==> config.mk <==
export PLATFORM = sky130hd
export DESIGN_NAME = stream_mux_arb
export DESIGN_NICKNAME = d
export VERILOG_FILES = /design/src/rtl/stream_mux_arb.sv
export SDC_FILE = /design/constraint.sdc
export NUM_CORES = 1
export LEC_CHECK = 0
export CAP_MARGIN = 5
export CORE_MARGIN = 4
export CORE_UTILIZATION = 45
export DETAILED_ROUTE_END_ITERATION = 6
export DONT_BUFFER_PORTS = 1
export HOLD_SLACK_MARGIN = 0.12
export MAX_ROUTING_LAYER = met4
export REMOVE_ABC_BUFFERS = 1
export SLEW_MARGIN = 15
export SYNTH_ARGS = -nofsm -noshare
export SYNTH_HDL_FRONTEND = slang
export SYNTH_SLANG_ARGS = --single-unit
==> constraint.sdc <==
create_clock -name clk -period 6.4 [get_ports clk]
set_input_delay 0.64 -clock clk [delete_from_list [all_inputs] [get_ports clk]]
set_output_delay 0.64 -clock clk [all_outputs]
set_load 0.01 [all_outputs]
==> src/rtl/stream_mux_arb.sv <==
// N-to-1 valid/ready stream mux with round-robin, fixed-priority or
// forced arbitration feeding a single-entry registered output stage.
module stream_mux_arb #(
    parameter int WIDTH = 32,
    parameter int N     = 4,
    parameter int MODE  = 0,
    parameter int SELW  = $clog2(N)
) (
    input  logic                 clk,
    input  logic                 rst_n,
    input  logic [N*WIDTH-1:0]   in_data,
    input  logic [N-1:0]         in_valid,
    output logic [N-1:0]         in_ready,
    input  logic                 force_en,
    input  logic [SELW-1:0]      force_sel,
    output logic [WIDTH-1:0]     out_data,
    output logic [SELW-1:0]      out_sel,
    output logic                 out_valid,
    input  logic                 out_ready
);

    logic [SELW-1:0]  ptr;
    logic [SELW-1:0]  grant;
    logic [SELW-1:0]  hi_idx;
    logic [SELW-1:0]  lo_idx;
    logic [SELW-1:0]  nxt_ptr;
    logic [N-1:0]     elig;
    logic             hi_found;
    logic             can_acc;
    logic             xfer;
    logic [WIDTH-1:0] sel_data;
    int               start;

    always_comb begin
        elig = '0;
        for (int i = 0; i < N; i++) begin
            if (force_en)
                elig[i] = in_valid[i] && (force_sel == SELW'(i));
            else
                elig[i] = in_valid[i];
        end
    end

    // Rotating scan: first eligible at or above start, else lowest overall.
    always_comb begin
        start    = (MODE == 0) ? int'(ptr) : 0;
        hi_idx   = '0;
        lo_idx   = '0;
        hi_found = 1'b0;
        for (int i = N - 1; i >= 0; i--) begin
            if (elig[i]) begin
                lo_idx = SELW'(i);
                if (i >= start) begin
                    hi_idx   = SELW'(i);
                    hi_found = 1'b1;
                end
            end
        end
        grant = hi_found ? hi_idx : lo_idx;
    end

    always_comb begin
        sel_data = '0;
        for (int i = 0; i < N; i++) begin
            if (grant == SELW'(i))
                sel_data = in_data[i*WIDTH +: WIDTH];
        end
    end

    assign can_acc = !out_valid || out_ready;
    assign nxt_ptr = (grant == SELW'(N - 1)) ? '0 : grant + 1'b1;

    always_comb begin
        in_ready = '0;
        if (rst_n && can_acc && (|elig))
            in_ready[grant] = 1'b1;
    end

    assign xfer = |in_ready;

    always_ff @(posedge clk or negedge rst_n) begin
        if (!rst_n) begin
            out_valid <= 1'b0;
            out_data  <= '0;
            out_sel   <= '0;
            ptr       <= '0;
        end else if (xfer) begin
            out_valid <= 1'b1;
            out_data  <= sel_data;
            out_sel   <= grant;
            if (MODE == 0 || force_en)
                ptr <= nxt_ptr;
        end else if (out_ready) begin
            out_valid <= 1'b0;
        end
    end

endmodule

== Word level (Yosys, flattened, before mapping) ==
Index checks and enable logic that the tools add are counted.
Word-level totals
  flip-flop bits (word level): 37
  input port bits: 138
  logic and storage cells: 62
Cells by class
  add/sub/neg operators: 1
  magnitude comparators: 5
  equality and inequality tests: 6
  multiplexer cells: 32
  reductions and logical operators: 14
Operators by type and width (number)
  two-way mux 32 bit: 4
  two-way mux 2 bit: 12
  two-way mux 1 bit: 14
  == test 2 bit (second input constant): 4
  OR reduction 4 bit: 2
  logical AND 1 bit: 7
  == test 2 x 1 -> 1 bit (second input constant): 2
  >= comparator 1 x 2 -> 1 bit (first input constant): 2
  logical NOT 2 bit: 2
  two-way mux 4 bit: 1
  < comparator 2 x 3 -> 1 bit (second input constant): 1
  adder 2 x 1 -> 2 bit (second input constant): 1
  demux 1 bit (select 2 bit): 1
  >= comparator 2 x 1 -> 1 bit (second input constant): 1
  >= comparator 2 bit (first input constant): 1
  nonzero test 2 bit: 1
  logical NOT 1 bit: 1
  logical OR 1 bit: 1

== Logic depth before layout (Yosys ltp) ==
  depth in word-level cells: 18
  gate-level depth with buffers: 14
  depth with buffers taken out: 11

== Worst setup path before layout ==
OpenSTA, ideal clock, no wires.
  kind: input -> register
  start: input force_sel[0]
  end: register ptr[0]
  library setup time: 0.125 ns
  arrival: 3.026 ns
  path slack: 3.249 ns
  stages: 12
  path buffers: 3
  cells stage by stage: buf_6 > nand2b_1 > a2111oi_0 > a41oi_1 > nand4_1 > inv_1 > ha_1 > buf_6 > or4_4 > o2111ai_4 > buf_8 > mux2_4
Between the ends
  elaborated cells between the ends (all ways): 42
  those cells by class: add/sub: 1; order compare: 2; eq/ne: 4; mux: 26; reduce/logical: 9
RTL lines
  from (decl): line 15  | input logic [SELW-1:0] force_sel,
  == test 2 bit: line 38  | elig[i] = in_valid[i] && (force_sel == SELW'(i));
  logical AND 1 bit: line 38
  two-way mux 1 bit: line 37  | if (force_en)
  two-way mux 2 bit or two-way mux 1 bit (tied branches): line 51  | if (elig[i]) begin
  two-way mux 2 bit or two-way mux 1 bit (tied branches): line 53  | if (i >= start) begin
  two-way mux 2 bit or two-way mux 1 bit (tied branches): line 51
  two-way mux 2 bit or two-way mux 1 bit (tied branches): line 53
  two-way mux 2 bit or two-way mux 1 bit (tied branches): line 51
  two-way mux 2 bit or two-way mux 1 bit (tied branches): line 53
  two-way mux 2 bit or two-way mux 1 bit (tied branches): line 51
  two-way mux 2 bit (*): line 59  | grant = hi_found ? hi_idx : lo_idx;
  adder 2 x 1 -> 2 bit or == test 2 bit (tied branches): line 71  | assign nxt_ptr = (grant == SELW'(N - 1)) ? '0 : grant + 1'b1;
  two-way mux 2 bit (*): line 71
  via nxt_ptr[0]: line 26  | logic [SELW-1:0] nxt_ptr;
  to (signal assigned): line 92  | ptr <= nxt_ptr;
  to (decl): line 22  | logic [SELW-1:0] ptr;
Mark *: on every way through the listed nets, which the timed path passes. The rest lies on a longest branch.
A chain may end at the register's enable or synchronous reset.

== Worst setup path in the final report ==
Ends and elaborated chain as after synthesis.

==> results.txt <==
----------------------------------------------------
[Cells and area]
  Layout cell share with drive strength beyond 1 ... 6.76%
  Number of cells in the finished layout apart from fillers ... 368
  Most frequent cells in the layout ... sky130_fd_sc_hd__o21ai_0, sky130_fd_sc_hd__nand2_1, sky130_fd_sc_hd__dfrtp_1
  Area growth, synth to finish ... 2.74%
  Area of all placed cells without fillers ... 0.00263 sq mm
  Final-layout fill cell count ... approximately 560
  Layout net count ... between 400 and 500
  Antenna diodes ... 0
  Post-Route Utilization ... approximately 48%
  Most frequent standard cell in the layout excluding fill and tap cells ... sky130_fd_sc_hd__o21ai_0

[Place]
  Count of input and output buffers ... 0
  GP Congestion ... ~0.86
  Area after DPL ... about 0.0025 sq mm
  # placed instances ... 360
  HPWL after DPL ... approximately 5000 um

[Yosys]
  Syn Std Cell Area ... between 0.002 and 0.003 sq mm
  Per-instance average area after synthesis ... between 8 and 9 sq um
  Seq cells post-synth ... 37
  Ys Warns ... 0
  Number of distinct library cells after synthesis ... 33
  Post-synthesis cell count ... 313
  Part of the Yosys area used for sequential elements ... between 30% and 40%

[Floorplan]
  Initial Util ... ~46%
  Die X ... approximately 83 um
  Core Box Area ... 0.00551 sq mm
  Vertical die dimension ... about 83 um
  # rows ... 27
  I/O Pins ... 177
  DIE AREA ... between 0.006 and 0.007 sq mm

[Flow run]
  Maximum capacitance violations ... 0

[Power]
  Cell Int Power ... 628 uW
  Power density normalized to cell area ... roughly 420 mW/mm^2
  Sequential power share ... 41.4%
  Net switching power of the design ... just under 500 uW
  Sw frac ... between 40% and 50%
  Lkg Pwr ... a little over 1 nW
  Combinational fraction of design power ... between 40% and 50%
  Part of the power in the clock network ... around 15%
  Peak VDD IR ... about 0.00015 V

[Clock tree]
  Post-cts resize count ... 0
  Clock-pin slew on the worst setup and hold paths ... roughly 0.070 ns
  Number of sinks on the clock net ... 37
  CTS tree ... yes
  Latest clock arrival within the worst-skew pair ... ~0.28 ns
  Number of buffers on the longest clock path ... 2
  Number of buffers added for setup after CTS ... 0
  Root Buffer Master ... sky130_fd_sc_hd__clkbuf_8
  H-Tree Depth ... 2
  Num CTS Buffers ... 5

[STA]
  Unrepaired setup endpoints after global routing ... no
  Number of failing setup endpoints in the final timing report ... 0
  Total count of max-transition violations in the final report ... 0
  Worst-margin pin slew ... about 0.96 ns
  Final hold vios ... 0
  Achievable frequency ... 0.280 GHz
  Fin Clk Skew ... approximately 0.0033 ns
  Final Cycle Share ... a little under three fifths
  Remaining max-slew budget at the tightest pin ... a little over a third
  Post-route worst hold slack ... 0.190 ns
  Min Tclk post-route ... 3.57 ns
  Total negative setup slack ... 0 ns

[Worst setup path]
  Crit. Startpoint ... force_sel[0]
  Arrival time reported for the critical path endpoint ... approximately 3.7 ns
  Maximum fanout encountered on the critical timing path ... between 60 and 70
  CP Class ... in2reg
  Startpoint types ... input port
  Endpoint required time on the critical path ... 6.57 ns
  Crit Reg-Reg Startpoint ... ptr[1]
  Type of element capturing the critical path ... flop

[Drt]
  Routed vias/inst ... 6.22
  Wire length after detailed routing ... approximately 6700 um
  Iteration-0 DRC count of the detailed router ... 64
  Final routed DRC violation total ... 0
  Post-route ant nets ... 0
  Pre-antenna DRT Iters ... 4
  Routed WL per cell ... ~18 um
  Overall via count from detail_route ... about 2300

[Global route]
  Number of antenna violations at the first check in global routing ... 0
  Pin count of the biggest net entering global routing ... between 60 and 70
  GRT Overall Usage ... between 10% and 20%
  Global-route wire length before repair ... 10900 um
  Vias in the first global route ... between 2000 and 2500
  Congestion Overflow GR ... 0

[Status]
  Status ... finished, final reports clean

[Min path]
  Class of the tightest hold or removal check ... in2async

----------------------------------------------------
power groups by stage:
stage	clock network [mW]	logic, mW	registers [mW]
after floorplan	0	0.393	0.434
after global placement	0	0.478	0.467
after detailed placement	0	0.492	0.466
after CTS	0.169	0.498	0.462
after global routing	0.182	0.581	0.472
final	0.162	0.488	0.460
layer usage:
metal | global-route usage (%) | routed length (um)
met1 | 22.3 | 2610
met2 | 32.9 | 3290
met3 | 5.26 | 623
met4 | 7.13 | 169
met5 | - | 0
through the flow:
stage	setup WS, ns	power [mW]
after detailed placement	2.46	0.958
after floorplan	2.37	0.827
final	2.83	1.11
after global routing	2.42	1.24
after global placement	2.59	0.944
after CTS	2.78	1.13
critical path: stages:
cell and delay, ns:
sky130_fd_sc_hd__nand2b_1 0.13, sky130_fd_sc_hd__a2111oi_0 0.43, sky130_fd_sc_hd__a41oi_1 0.08, sky130_fd_sc_hd__nand4_1 0.22, sky130_fd_sc_hd__ha_2 0.86, sky130_fd_sc_hd__or4_4 0.27, sky130_fd_sc_hd__o2111ai_4 0.37, sky130_fd_sc_hd__buf_4 0.39
sky130_fd_sc_hd__mux2_4 0.32
synthesized netlist by cell type:
cell type                   number  area, sq um
sky130_fd_sc_hd__mux2_4          1         15.0
sky130_fd_sc_hd__ha_1            4         50.1
sky130_fd_sc_hd__or4_4           1         11.3
sky130_fd_sc_hd__and2_0          1         6.26
sky130_fd_sc_hd__nor2b_1        33          206
sky130_fd_sc_hd__o211a_1         1         10.0
sky130_fd_sc_hd__a2111oi_0       1         8.76
sky130_fd_sc_hd__nand2_1        37          139
sky130_fd_sc_hd__dfrtp_1        37          926
sky130_fd_sc_hd__a21oi_1        35          175
sky130_fd_sc_hd__mux2_2          1         11.3
sky130_fd_sc_hd__and2_1          4         25.0
sky130_fd_sc_hd__a221oi_1       31          272
sky130_fd_sc_hd__buf_2           3         15.0
sky130_fd_sc_hd__nor3_1         31          155
sky130_fd_sc_hd__o22ai_2         2         25.0
sky130_fd_sc_hd__clkbuf_1       16         60.1
sky130_fd_sc_hd__o2111ai_4       1         26.3
sky130_fd_sc_hd__buf_1           1         3.75
sky130_fd_sc_hd__nand4_1         2         12.5
sky130_fd_sc_hd__buf_6           4         45.0
sky130_fd_sc_hd__buf_8           1         15.0
sky130_fd_sc_hd__inv_1           7         26.3
sky130_fd_sc_hd__nand3_1         3         15.0
sky130_fd_sc_hd__nand2b_1        4         25.0
sky130_fd_sc_hd__clkbuf_2        2         10.0
sky130_fd_sc_hd__a211o_1         1         8.76
sky130_fd_sc_hd__o21ai_0        39          195
sky130_fd_sc_hd__mux2i_1         2         20.0
sky130_fd_sc_hd__a22oi_1         1         7.51
sky130_fd_sc_hd__buf_4           2         15.0
sky130_fd_sc_hd__a41oi_1         1         8.76
sky130_fd_sc_hd__nor2_1          3         11.3
sequential cells by signal (all words and copies together) (netlist names):
signal / count
out_sel: 2
ptr: 2
out_data: 32
out_valid: 1
worst paths after layout:
check	endpoint	slack, ns	cells after the start
max in group asynchronous	out_data[20]	6.01	1
worst min-delay path	out_data[30]	0.19	1
min in group clk	out_data[4]	0.55	2
worst min register to register	out_data[4]	0.55	2
worst max register to register	ptr[0]	2.85	9
worst max-delay path	ptr[0]	2.83	9
cell type report:
| cell class | instances | area (sq um) | area share [%] |
|---|---|---|---|
| Timing Repair Buffer | 5 | 50.0 | 1.91 |
| Inverter | 7 | 26.3 | 1.00 |
| Multi-Input combinational cell | 240 | 1450 | 55.1 |
| Tap cell | 72 | 90.1 | 3.43 |
| Clock buffer | 7 | 86.3 | 3.29 |
| Sequential cell | 37 | 926 | 35.3 |
cells by family after synthesis:
logic type | count (synthesis) | synth area share, %
and+or+nand+nor | 119 | 23.7
AOI/OAI and AO/OA | 113 | 28.8
DFF | 37 | 36.2
buffers and inverters | 36 | 7.44
muxes | 4 | 1.81
adders and majority gates | 4 | 1.96
repair_timing:
action	in CTS	in global routing
hold buffers	1	0
endpoints found under the setup margin	0	0
endpoints found under the hold margin	37	0
(Power assumes the default switching activity.)
